===== src/rtl/efuse_pkg.sv =====
// ---------------------------------------------------------------------------
// efuse_pkg
// Shared types and constants for the eFuse load controller.
//   efuse_ld_st_e   : load sequencer states
//   EFUSE_RETRY_W   : width of the retry counter reported to software
//   EFUSE_DATA_NUM  : default number of fuse words
//   EFUSE_DW        : default bits per fuse word
//   EFUSE_IMG_W     : default width of the complete fuse image
// ---------------------------------------------------------------------------
package efuse_pkg;

    typedef enum logic [2:0] {
        IDLE = 3'd0,
        REQ  = 3'd1,
        REL  = 3'd2,
        GAP  = 3'd3,
        ERR  = 3'd4
    } efuse_ld_st_e;

    localparam int EFUSE_RETRY_W  = 3;
    localparam int EFUSE_DATA_NUM = 8;
    localparam int EFUSE_DW       = 8;
    localparam int EFUSE_IMG_W    = EFUSE_DATA_NUM * EFUSE_DW;

endpackage : efuse_pkg


===== src/rtl/efuse_load_ctrl.sv =====
// ---------------------------------------------------------------------------
// efuse_load_ctrl
// Initiator side of the eFuse load handshake. Raises a level request towards
// the eFuse IP, shadows the fuse image it returns and reports valid / busy /
// error status to the downstream trim logic. A load starts automatically
// after reset (AUTO_LOAD) and on every software reload pulse seen while idle.
// A request that is not answered within TIMEOUT_CYC cycles is retried up to
// MAX_RETRY times, with the request held low for a gap in between.
//
// Ports
//   i_clk              in   clock
//   i_rst_n            in   asynchronous active-low reset
//   i_reload_req       in   1-cycle pulse requesting a (re)load
//   o_efuse_load_req   out  registered level request to the eFuse IP
//   i_efuse_load_done  in   IP done, held high while the request is held
//   i_efuse_op_finish  in   IP operation finished, qualifies done
//   i_efuse_reg_update in   IP data strobe
//   i_efuse_reg_data   in   fuse image from the IP
//   o_efuse_data       out  shadowed fuse image
//   o_efuse_data_vld   out  shadow image valid
//   o_load_busy        out  load sequence in progress
//   o_load_err         out  sticky error: retries exhausted or release timeout
//   o_retry_cnt        out  retries used by the current load
// ---------------------------------------------------------------------------
module efuse_load_ctrl
    import efuse_pkg::*;
#(
    parameter int DATA_NUM    = EFUSE_DATA_NUM,
    parameter int DW          = EFUSE_DW,
    parameter int TIMEOUT_CYC = 256,
    parameter int MAX_RETRY   = 2,
    parameter bit AUTO_LOAD   = 1'b1
) (
    input  logic                       i_clk,
    input  logic                       i_rst_n,
    input  logic                       i_reload_req,
    output logic                       o_efuse_load_req,
    input  logic                       i_efuse_load_done,
    input  logic                       i_efuse_op_finish,
    input  logic                       i_efuse_reg_update,
    input  logic [DATA_NUM*DW-1:0]     i_efuse_reg_data,
    output logic [DATA_NUM*DW-1:0]     o_efuse_data,
    output logic                       o_efuse_data_vld,
    output logic                       o_load_busy,
    output logic                       o_load_err,
    output logic [EFUSE_RETRY_W-1:0]   o_retry_cnt
);

    localparam int TMR_W = $clog2(TIMEOUT_CYC) + 1;
    localparam logic [TMR_W-1:0]         TMR_LAST  = TMR_W'(TIMEOUT_CYC - 1);
    localparam logic [TMR_W-1:0]         TMR_MAX   = '1;
    localparam logic [EFUSE_RETRY_W-1:0] RETRY_LIM = EFUSE_RETRY_W'(MAX_RETRY);

    efuse_ld_st_e               state_q, state_d;
    logic [TMR_W-1:0]           timer_q;
    logic                       timer_clr;
    logic [EFUSE_RETRY_W-1:0]   retry_q, retry_d;
    logic                       vld_q, vld_d;
    logic                       err_q, err_d;
    logic                       boot_q, boot_d;
    logic                       req_q;
    logic                       cap_en;
    logic                       done_ok;
    logic                       timer_last;

    // Done only counts once the IP also flags its operation as finished.
    assign done_ok    = i_efuse_load_done & i_efuse_op_finish;
    assign timer_last = (timer_q == TMR_LAST);

    // Next-state logic. The timer is shared by the REQ, GAP and REL waits and
    // is restarted on every entry into one of them. The boot flag makes the
    // first IDLE cycle after reset behave like a reload pulse.
    always_comb begin
        state_d   = state_q;
        retry_d   = retry_q;
        vld_d     = vld_q;
        err_d     = err_q;
        boot_d    = boot_q;
        timer_clr = 1'b0;
        cap_en    = 1'b0;
        case (state_q)
            IDLE: begin
                if (boot_q || i_reload_req) begin
                    state_d   = REQ;
                    boot_d    = 1'b0;
                    vld_d     = 1'b0;
                    err_d     = 1'b0;
                    retry_d   = '0;
                    timer_clr = 1'b1;
                end
            end
            REQ: begin
                cap_en = i_efuse_reg_update;
                if (done_ok) begin
                    state_d   = REL;
                    vld_d     = 1'b1;
                    timer_clr = 1'b1;
                end else if (timer_last) begin
                    timer_clr = 1'b1;
                    if (retry_q < RETRY_LIM) begin
                        retry_d = retry_q + EFUSE_RETRY_W'(1);
                        state_d = GAP;
                    end else begin
                        err_d   = 1'b1;
                        state_d = ERR;
                    end
                end
            end
            GAP: begin
                // At least two low cycles, and the IP must have dropped done
                // from the previous attempt before the request rises again.
                if ((timer_q != '0) && !i_efuse_load_done) begin
                    state_d   = REQ;
                    timer_clr = 1'b1;
                end else if (timer_last) begin
                    err_d   = 1'b1;
                    state_d = ERR;
                end
            end
            REL: begin
                if (!i_efuse_load_done) begin
                    state_d = IDLE;
                end else if (timer_last) begin
                    err_d   = 1'b1;
                    vld_d   = 1'b0;
                    state_d = ERR;
                end
            end
            ERR: begin
                if (!i_efuse_load_done) begin
                    state_d = IDLE;
                end
            end
            default: begin
                state_d = IDLE;
            end
        endcase
    end

    // Sequencer state and status flags. The request is registered from the
    // next state so it rises and falls together with REQ and never glitches.
    always_ff @(posedge i_clk or negedge i_rst_n) begin
        if (!i_rst_n) begin
            state_q <= IDLE;
            retry_q <= '0;
            vld_q   <= 1'b0;
            err_q   <= 1'b0;
            boot_q  <= AUTO_LOAD;
            req_q   <= 1'b0;
        end else begin
            state_q <= state_d;
            retry_q <= retry_d;
            vld_q   <= vld_d;
            err_q   <= err_d;
            boot_q  <= boot_d;
            req_q   <= (state_d == REQ);
        end
    end

    // Wait timer, saturating so a long stay in one state cannot wrap.
    always_ff @(posedge i_clk or negedge i_rst_n) begin
        if (!i_rst_n) begin
            timer_q <= '0;
        end else if (timer_clr) begin
            timer_q <= '0;
        end else if (timer_q != TMR_MAX) begin
            timer_q <= timer_q + TMR_W'(1);
        end
    end

    // Shadow image: every strobe while requesting overwrites, last one wins.
    always_ff @(posedge i_clk or negedge i_rst_n) begin
        if (!i_rst_n) begin
            o_efuse_data <= '0;
        end else if (cap_en) begin
            o_efuse_data <= i_efuse_reg_data;
        end
    end

    assign o_efuse_load_req = req_q;
    assign o_efuse_data_vld = vld_q;
    assign o_load_busy      = (state_q != IDLE);
    assign o_load_err       = err_q;
    assign o_retry_cnt      = retry_q;

endmodule : efuse_load_ctrl


===== config.mk =====
export PLATFORM = sky130hd
export DESIGN_NAME = efuse_load_ctrl
export DESIGN_NICKNAME = d
export VERILOG_FILES = /design/src/rtl/efuse_pkg.sv /design/src/rtl/efuse_load_ctrl.sv
export SDC_FILE = /design/constraint.sdc
export NUM_CORES = 1
export LEC_CHECK = 0
export ABC_CLOCK_PERIOD_IN_PS = 1900
export CAP_MARGIN = 20
export CORE_AREA = 2 2 86 104
export CTS_CLUSTER_SIZE = 20
export DETAILED_ROUTE_END_ITERATION = 10
export DIE_AREA = 0 0 88 106
export PLACE_DENSITY = 0.79
export SLEW_MARGIN = 15
export SYNTH_ARGS = -nofsm -noshare
export SYNTH_HDL_FRONTEND = slang
export SYNTH_SLANG_ARGS = --single-unit
export TNS_END_PERCENT = 100

===== constraint.sdc =====
create_clock -name i_clk -period 1.9 [get_ports i_clk]
set_input_delay 0.38 -clock i_clk [delete_from_list [all_inputs] [get_ports i_clk]]
set_output_delay 0.38 -clock i_clk [all_outputs]
set_load 0.03 [all_outputs]

==> results of run 1 <==
==> worst max-delay path, stage by stage (launching register included) <==
cell	delay, ns
dfrtp_1	0.41
inv_1	0.06
ha_1	0.19
nor4b_4	0.14
a2111oi_2	0.51
or3b_1	0.19
buf_6	0.15
nor2_2	0.05
==> worst max-delay path by stage <==
stage | from | endpoint | slack, ns | depth (start not counted)
5_1_grt | timer_q[3]$_DFFE_PN0P_ | timer_q[7]$_DFFE_PN0P_ | 0.004 | 7
6_report | timer_q[0]$_DFFE_PN0P_ | timer_q[3]$_DFFE_PN0P_ | 0.09 | 7
3_3_place_gp | i_efuse_load_done | timer_q[6]$_DFFE_PN0P_ | 0.06 | 6
2_1_floorplan | timer_q[0]$_DFFE_PN0P_ | timer_q[0]$_DFFE_PN0P_ | 0.18 | 8
3_5_place_dp | i_efuse_load_done | timer_q[3]$_DFFE_PN0P_ | 0.04 | 6
4_1_cts | state_q[2]$_DFF_PN0_ | o_load_busy | 0.007 | 2
==> logic make-up after synthesis <==
logic type / Yosys count / synth area share, %
muxes: 66 / 20.7
and+or+nand+nor: 57 / 10.3
adders and majority gates: 6 / 2.09
buffers and inverters: 19 / 3.07
xor gates and xnor gates: 7 / 1.71
DFF: 83 / 58.0
AOI/OAI and AO/OA: 20 / 4.26
==> placed cells by master, fill, tap and decap left out, types with 3 or more instances in the layout <==
cell type,count
clkdlybuf4s50_1,136
dfrtp_1,82
mux2_1,60
buf_4,17
clkbuf_8,12
nor2_2,10
nand2_1,8
inv_1,6
nor2_1,6
nor2b_1,6
xor2_1,5
nand4_1,4
a21oi_1,4
mux2_2,4
ha_1,4
nand3_1,3
a31oi_1,3
o21ai_0,3
and3b_1,3
a32o_1,3
clkinv_2,3
==> layout make-up <==
| cell class | count | area share [%] |
|---|---|---|
| sequential | 83 | 38.4 |
| timing repair buffer | 159 | 28.9 |
| multi-input combinational | 156 | 26.0 |
| clock buffer | 12 | 3.06 |
| tap | 117 | 2.71 |
| clock inverter | 4 | 0.440 |
| inverter | 6 | 0.417 |
==> layer usage <==
metal | GRT usage [%] | routed length, um | up-vias
li1 | - | - | 1224
met1 | 21.4 | 3270 | 1262
met2 | 31.8 | 4340 | 92
met3 | 4.74 | 441 | 13
met4 | 5.71 | 133 | 0
met5 | 0 | 0 | -
==> stage by stage <==
step,power (mW),util (%),instances
floorplan,5.77,-,258
global placement,7.73,62.2,521
CTS,9.06,64.4,537
finish,8.93,64.5,537
global route,9.44,64.5,537
detailed placement,7.86,62.2,521
==> registers in the layout, indices dropped and copies added (netlist names) <==
register / flops
boot_q: 1
o_efuse_data: 64
o_efuse_data_vld: 1
o_efuse_load_req: 1
o_load_err: 1
o_retry_cnt: 3
state_q: 3
timer_q: 9
==> report_power, final <==
| group | switching (mW) | internal, mW | leakage [nW] | total [mW] |
|---|---|---|---|---|
| clock | 0.601 | 0.578 | 0.102 | 1.18 |
| combinational | 2.62 | 2.20 | 1.20 | 4.82 |
| sequential | 0.388 | 2.55 | 1.00 | 2.94 |
| total | 3.61 | 5.32 | 2.31 | 8.93 |
==> cells in the mapped netlist, types with 4 or more instances <==
master,n
nand2_1,8
inv_1,6
mux2_2,4
xor2_1,5
mux2_1,60
nor2_2,9
buf_4,7
nor2_1,7
nand4_1,4
ha_1,6
dfrtp_1,82
buf_2,4
a21oi_1,4
nor2b_1,6
==> metrics.yaml, run 1 <==
synthesis:
  synthCells: 258
  synth_area_leaders: "dfrtp_1 57%, mux2_1 19%, ha_1 2.1%"
  ys_warn_count: 0
  async_reset_ff_share_pct: 100
  synth.distinct_cells: 44
  yosys_most_used_dff: "dfrtp_1"
  synth_top_area_cell: "dfrtp_1"
  synth_seq_area_share_pct: 58.0
  syn_nets: 334
  netlist_area_um2: 3590
  synth.top_cell.area_share_pct: 57.2
  synth_enable_flop_cells: 0
  yosys_register_bits: 83
  synth.avg_cell_area_um2: 13.9
clocking:
  cts_tree: "yes"
  clk_latency_ns: 0.34
  post_cts_resized: 5
  holdBufCountCts: 0
  post_cts_buffers: 0
  cts_buffers: 9
  cts_sinks: 83
  cts_buffer_depth: 2
  clkTransAtPathRegs_ns: 0.08
  htreeDepth: 3
  root_buffer: "clkbuf_8"
layout:
  regArea_um2: 2080
  fillers: 668
  area_growth_pct: 50.7
  layout-drive-gt1-share_pct: 14.8
  design_area_um2: 5410
  antenna_cells: 0
  nets: 491
  multi_input_area_um2: 1410
timing:
  rsz0062_at_grt: "no"
  fin_hold_ws_ns: 0.00532
  setup_tns_ns: 0
  maxSlewViolCount: 0
  finalCriticalPeriod_ns: 1.81
  setup_slack_ns: 0.0929
  worst_pin_slew_ns: 0.532
  setup_viol: 0
  hold_viol: 0
  relSlewSlack_pct: 64.5
  finalCritPeriodShare_pct: 95.1
  skew_ns: 0.00649
  timing.fmax_ghz: 0.553
die:
  rows: 37
  ios: 141
  die-area_um2: 9330
  core_um2: 8380
  initial_core_util_pct: 42.8
  die_h_um: 106
  die_x_um: 88
grt:
  grt_pass1_vias: 2705
  grt_max_degree: 41
  grt_use_total_pct: 18.1
  grt_pass1_wl_um: 13200
  grt_antenna_before_repair: 0
  grt_overflow: 0
hold_path:
  worst_hold_path_type: "input pin to async pin"
setup_path:
  worstPathRequired_ns: 2.13
  arrival_ns: 2.04
  worst-setup-path-type: "flop to flop"
  endpoint_kind: "flop"
  r2r_end: "timer_q[3]$_DFFE_PN0P_"
  worstRegToRegCells: 7
  critPathLaunchType: "flop"
  cp_max_fo: 9
  r2r_setup_slack_ns: 0.09
  r2r-start: "timer_q[0]$_DFFE_PN0P_"
routing:
  wl_per_cell_um: 15.2
  vias_per_cell: 4.82
  dr.pass1.iters: 4
  drt_iter0_markers: 47
  wl_um: 8180
  vias: 2591
  drtAntennaViolNets: 0
  drc_errors: 0
power_and_ir_drop:
  pwr_density_cell_nw_per_um2: 1650
  vdd_drop_max_v: 0.000762
  p_leak_nw: 2.31
placement:
  placed_cell_area_um2: 5210
  io_buffers: 140
  hpwl_um: 6250
  routabilityCongestion: 0.903
  place_ws_ns: 0.0390
job:
  cap_violations: 0
outcome:
  outcome: "finished clean"
Power figures use the tool's default switching activity.
==> run 2, diff against run 1 <==
--- a/config.mk
+++ b/config.mk
@@ -6,12 +6,12 @@
 export NUM_CORES = 1
 export LEC_CHECK = 0
 export ABC_CLOCK_PERIOD_IN_PS = 1900
-export CAP_MARGIN = 20
 export CORE_AREA = 2 2 86 104
 export CTS_CLUSTER_SIZE = 20
 export DETAILED_ROUTE_END_ITERATION = 10
 export DIE_AREA = 0 0 88 106
 export PLACE_DENSITY = 0.79
+export REMOVE_ABC_BUFFERS = 1
 export SLEW_MARGIN = 15
 export SYNTH_ARGS = -nofsm -noshare
 export SYNTH_HDL_FRONTEND = slang
==> run 2 against run 1 <==
- fmax decreased by 0.99%
- register-to-register slack about the same
- via count grew 2.2%
- sequential share of layout area is 0.27 points lower
- critical path type is now flop to output pin
- highest routed layer unchanged
==> metrics.yaml, run 2 (synthesis gave the netlist of run 1 again) <==
outcome:
  outcome: "finished clean"
grt:
  grt_use_total_pct: 19.1
  grt_pass1_wl_um: 13700
  grt_antenna_before_repair: 0
  grt_pass1_vias: 2724
  grt_overflow: 0
  grt_max_degree: 38
timing:
  setup_viol: 0
  finalCritPeriodShare_pct: 96.1
  finalCriticalPeriod_ns: 1.83
  maxSlewViolCount: 0
  timing.fmax_ghz: 0.548
  hold_viol: 0
  fin_hold_ws_ns: 0.486
  rsz0062_at_grt: "no"
  relSlewSlack_pct: 70.4
  skew_ns: 0.00496
  worst_pin_slew_ns: 0.445
die:
  ios: 141
  die-area_um2: 9330
  core_um2: 8380
  die_x_um: 88
  initial_core_util_pct: 42.8
  rows: 37
  die_h_um: 106
routing:
  wl_per_cell_um: 15.6
  dr.pass1.iters: 4
  wl_um: 8460
  vias: 2647
  vias_per_cell: 4.87
  drtAntennaViolNets: 0
  drc_errors: 0
  drt_iter0_markers: 99
setup_path:
  critPathLaunch: "o_efuse_data[3]$_DFFE_PN0P_"
  critPathLaunchType: "flop"
  critPathSlowestCell: "clkdlybuf4s50_1"
  slowest_delay_ns: 0.72
  cp_max_fo: 2
  r2r-start: "timer_q[0]$_DFFE_PN0P_"
  crit_family: "buffers and inverters"
  arrival_ns: 1.45
  cp_num_buf_inv: 1
  endpoint_kind: "output pin"
  worst-setup-path-type: "flop to output pin"
  worstPathCellList: "clkdlybuf4s50_1"
  worstPathRequired_ns: 1.52
clocking:
  htreeDepth: 3
  clk_latency_ns: 0.35
  cts_sinks: 83
  cts_buffers: 9
  cts_buffer_depth: 2
  cts_tree: "yes"
  root_buffer: "clkbuf_8"
  clkTransAtPathRegs_ns: 0.07
layout:
  layout-drive-gt1-share_pct: 15.3
  nets: 497
  final_common_cell: "clkdlybuf4s50_1"
  reg_top3: "o_efuse_data (64), timer_q (9)"
  area_growth_pct: 51.8
  final_core_util_pct: 65.0
  largest_register_ffs: 64
  fillers: 639
  top_register: "o_efuse_data"
  final_cell_mix: "136 x clkdlybuf4s50_1, 82 x dfrtp_1, 60 x mux2_1"
  antenna_cells: 0
power_and_ir_drop:
  pwr_density_cell_nw_per_um2: 1650
  vdd_drop_max_v: 0.000741
  p_leak_nw: 2.31
hold_path:
  worst_hold_path_type: "flop to flop"
  hold_start: "o_efuse_data[28]$_DFFE_PN0P_"
placement:
  routabilityCongestion: 0.930
  hpwl_um: 6510
  io_buffers: 140
job:
  cap_violations: 0
==> run 2: cell types whose count changed in the layout (fill, tap and decap cells not counted), sizes merged <==
cell	before	now
clkinv	4	2
clkdlybuf4s15	0	1
clkbuf	12	13
dlygate4sd3	0	1
clkinvlp	0	1
buf	21	25
==> run 2: final cells by class <==
class                      count  area, um^2  area share [%]
clock buffer                  13         139            2.55
clock inverter                 3        17.5           0.322
inverter                       6        22.5           0.414
multi-input combinational    156        1420            26.2
sequential                    83        2080            38.2
tap                          117         146            2.69
timing repair buffer         165        1620            29.7
==> run 2: final timing paths <==
check / to / slack, ns / cells past startpoint
setup / recovery: o_efuse_data[3] / 0.07 / 1
hold / removal: o_efuse_data[28]$_DFFE_PN0P_ / 0.49 / 1
setup reg to reg: timer_q[7]$_DFFE_PN0P_ / 0.10 / 7
hold reg to reg: o_efuse_data[28]$_DFFE_PN0P_ / 0.49 / 1
max in group asynchronous: o_efuse_data[22]$_DFFE_PN0P_ / 0.82 / 3
min in group asynchronous: o_efuse_data[42]$_DFFE_PN0P_ / 0.52 / 2
==> run 2: repair_timing <==
| item | 4_1_cts | 5_1_grt |
|---|---|---|
| endpoints found under the hold margin | 29 | 0 |
| endpoints found under the setup margin | 4 | 11 |
| hold buffers | 1 | 0 |
| buffers inserted | 0 | 4 |
| gates cloned | 0 | 0 |
| resized for setup | 6 | 7 |
| pin swaps | 0 | 3 |
==> run 2: stage by stage <==
stage | total power, mW | cells | worst slack, ns | instance area, um^2 | TNS, ns
after floorplan | 5.67 | 245 | -0.970 | 3500 | -59.00
after global placement | 7.75 | 522 | 0.0697 | 5220 | 0
after detailed placement | 7.88 | 522 | 0.0175 | 5220 | 0
after CTS | 8.95 | 539 | 0.0284 | 5390 | 0
after global routing | 9.49 | 543 | 0.00294 | 5440 | 0
final | 8.97 | 543 | 0.0748 | 5440 | 0
==> run 2: per-layer routing <==
layer / vias up / share of wire [%] / GRT usage (%) / wire length [um]
li1: 1233 / - / - / -
met1: 1284 / 40 / 22.8 / 3410
met2: 111 / 51 / 33.2 / 4350
met3: 19 / 6.5 / 5.20 / 550
met4: 0 / 1.9 / 5.93 / 158
met5: - / 0 / 0 / 0
==> run 2: power by group <==
group	total [mW]	switching [mW]	internal, mW
clock	1.06	0.584	0.473
sequential	2.94	0.395	2.55
combinational	4.97	2.69	2.28
total	8.97	3.67	5.30
==> run 3, diff against run 2 <==
--- a/config.mk
+++ b/config.mk
@@ -5,13 +5,14 @@
 export SDC_FILE = /design/constraint.sdc
 export NUM_CORES = 1
 export LEC_CHECK = 0
-export ABC_CLOCK_PERIOD_IN_PS = 1900
-export CORE_AREA = 2 2 86 104
+export ABC_CLOCK_PERIOD_IN_PS = 2300
+export CORE_AREA = 2 2 83 101
 export CTS_CLUSTER_SIZE = 20
 export DETAILED_ROUTE_END_ITERATION = 10
-export DIE_AREA = 0 0 88 106
-export PLACE_DENSITY = 0.79
+export DIE_AREA = 0 0 85 103
+export PLACE_DENSITY = 0.84
 export REMOVE_ABC_BUFFERS = 1
+export SKIP_CTS_REPAIR_TIMING = 1
 export SLEW_MARGIN = 15
 export SYNTH_ARGS = -nofsm -noshare
 export SYNTH_HDL_FRONTEND = slang
==> constraint.sdc (replaced) <==
create_clock -name i_clk -period 2.3 [get_ports i_clk]
set_input_delay 0.46 -clock i_clk [delete_from_list [all_inputs] [get_ports i_clk]]
set_output_delay 0.46 -clock i_clk [all_outputs]
set_load 0.03 [all_outputs]
==> run 3 against run 2 <==
- core utilization increased by 2.1 points
- non-clock buffer count shrank 19
- hold slack got worse by 0.40 ns
- final area is 2.8% lower
- via count decreased by 4.6%
- first-iteration DRC count down 35%
- setup slack improved by 0.21 ns
- clock-buffer cell count down 1
- largest cell class unchanged
- combinational power down 23%
- total power fell by 18%
- clock skew hardly changed
==> metrics.yaml, run 3 (synthesis gave the netlist of run 1 again) <==
outcome:
  outcome: "finished clean"
timing:
  skew_ns: 0.00523
  finalCritPeriodShare_pct: 87.5
  setup_viol: 0
  hold_viol: 0
  finalCriticalPeriod_ns: 2.01
  rsz0062_at_grt: "no"
  maxSlewViolCount: 0
  worst_pin_slew_ns: 0.563
  relSlewSlack_pct: 62.5
  timing.fmax_ghz: 0.497
setup_path:
  critPathSlowestCell: "dfrtp_1"
  endpoint_kind: "output pin"
  worstPathRequired_ns: 1.84
  arrival_ns: 1.55
  worstPathCellList: "or3_4, dlymetal6s2s_1"
  worst-setup-path-type: "flop to output pin"
  slowest_delay_ns: 0.51
  critPathLaunchType: "flop"
  cp_max_fo: 12
die:
  rows: 36
  die_x_um: 85
  core_um2: 7880
  die-area_um2: 8760
  die_h_um: 103
  initial_core_util_pct: 45.5
  ios: 141
clocking:
  cts_buffers: 9
  clkTransAtPathRegs_ns: 0.08
  htreeDepth: 3
  clk_latency_ns: 0.35
  cts_tree: "yes"
  cts_buffer_depth: 2
  cts_sinks: 83
  root_buffer: "clkbuf_8"
power_and_ir_drop:
  pwr_density_cell_nw_per_um2: 1400
  p_leak_nw: 2.24
  vdd_drop_max_v: 0.00110
grt:
  grt_use_total_pct: 18.1
  grt_antenna_before_repair: 0
  grt_pass1_vias: 2489
  grt_overflow: 0
  grt_pass1_wl_um: 12200
  grt_max_degree: 65
layout:
  reg_top3: "o_efuse_data (64), timer_q (9)"
  nets: 478
  regArea_um2: 2080
  largest_register_ffs: 64
  multi_input_area_um2: 1400
  top_register: "o_efuse_data"
  design_area_um2: 5290
  layoutNonFillerInstCount: 502
  final_common_cell: "clkdlybuf4s50_1"
  fillers: 600
  antenna_cells: 0
  area_growth_pct: 47.5
  final_cell_mix: "138 x clkdlybuf4s50_1, 82 x dfrtp_1, 60 x mux2_1"
  layout-drive-gt1-share_pct: 11.1
hold_path:
  worst_hold_path_type: "input pin to async pin"
placement:
  hpwl_um: 5890
  io_buffers: 140
  placedCellCount: 486
  placed_cell_area_um2: 5070
  routabilityCongestion: 0.908
job:
  cap_violations: 0
routing:
  wl_per_cell_um: 15.5
  drt_iter0_markers: 64
  drtAntennaViolNets: 0
  vias: 2525
  vias_per_cell: 5.03
  wl_um: 7770
  drc_errors: 0
  dr.pass1.iters: 4
## run 3: layer usage
metal	share of wire, %	global-route usage, %	up-vias
met5	0	0	-
met4	1.8	8.67	0
met3	6.4	4.96	15
met2	51	30.4	90
met1	40	21.7	1224
li1	-	-	1196
## run 3: area by class of cell
cell class	count	area share [%]
Inverter	6	0.426
Tap cell	95	2.25
Multi-Input combinational cell	156	26.4
Clock inverter	4	0.899
Timing Repair Buffer	146	27.6
Clock buffer	12	3.12
Sequential cell	83	39.3
## run 3: power breakdown
part	switching (mW)	leakage, nW	total [mW]	internal, mW
clock	0.497	0.108	1.08	0.587
combinational	2.10	1.13	3.83	1.73
sequential	0.368	1.00	2.47	2.10
total	2.96	2.24	7.39	4.43
## run 3: metrics by stage
stage | hold WS, ns | total power, mW | util (%) | setup slack, ns | TNS, ns
floorplan | 0.164 | 4.68 | - | -0.570 | -33.40
global placement | 0.466 | 6.28 | 64.4 | 0.242 | 0
detailed placement | 0.475 | 6.39 | 64.4 | 0.170 | 0
CTS | 0.104 | 7.49 | 67.1 | -0.0857 | -0.0857
global route | 0.123 | 7.81 | 67.1 | 0.128 | 0
finish | 0.0900 | 7.39 | 67.1 | 0.287 | 0
## run 3: final timing paths
| check | from | slack [ns] | end | depth (start not counted) |
|---|---|---|---|---|
| min reg2reg | o_efuse_data[30]$_DFFE_PN0P_ | 0.48 | o_efuse_data[30]$_DFFE_PN0P_ | 1 |
| max | state_q[0]$_DFF_PN0_ | 0.29 | o_load_busy | 2 |
| min in group i_clk | o_efuse_data[30]$_DFFE_PN0P_ | 0.48 | o_efuse_data[30]$_DFFE_PN0P_ | 1 |
| max reg2reg | timer_q[0]$_DFFE_PN0P_ | 0.30 | timer_q[1]$_DFFE_PN0P_ | 7 |
| min | i_rst_n | 0.09 | o_efuse_data[54]$_DFFE_PN0P_ | 1 |
| max in group asynchronous | i_rst_n | 1.57 | o_efuse_data[8]$_DFFE_PN0P_ | 2 |
## run 3: worst max-delay path, delay by kind of cell, from the launching register on
family,cells,cell delay (ns)
flops,1,0.51
simple gates,1,0.43
buf+inv,1,0.26
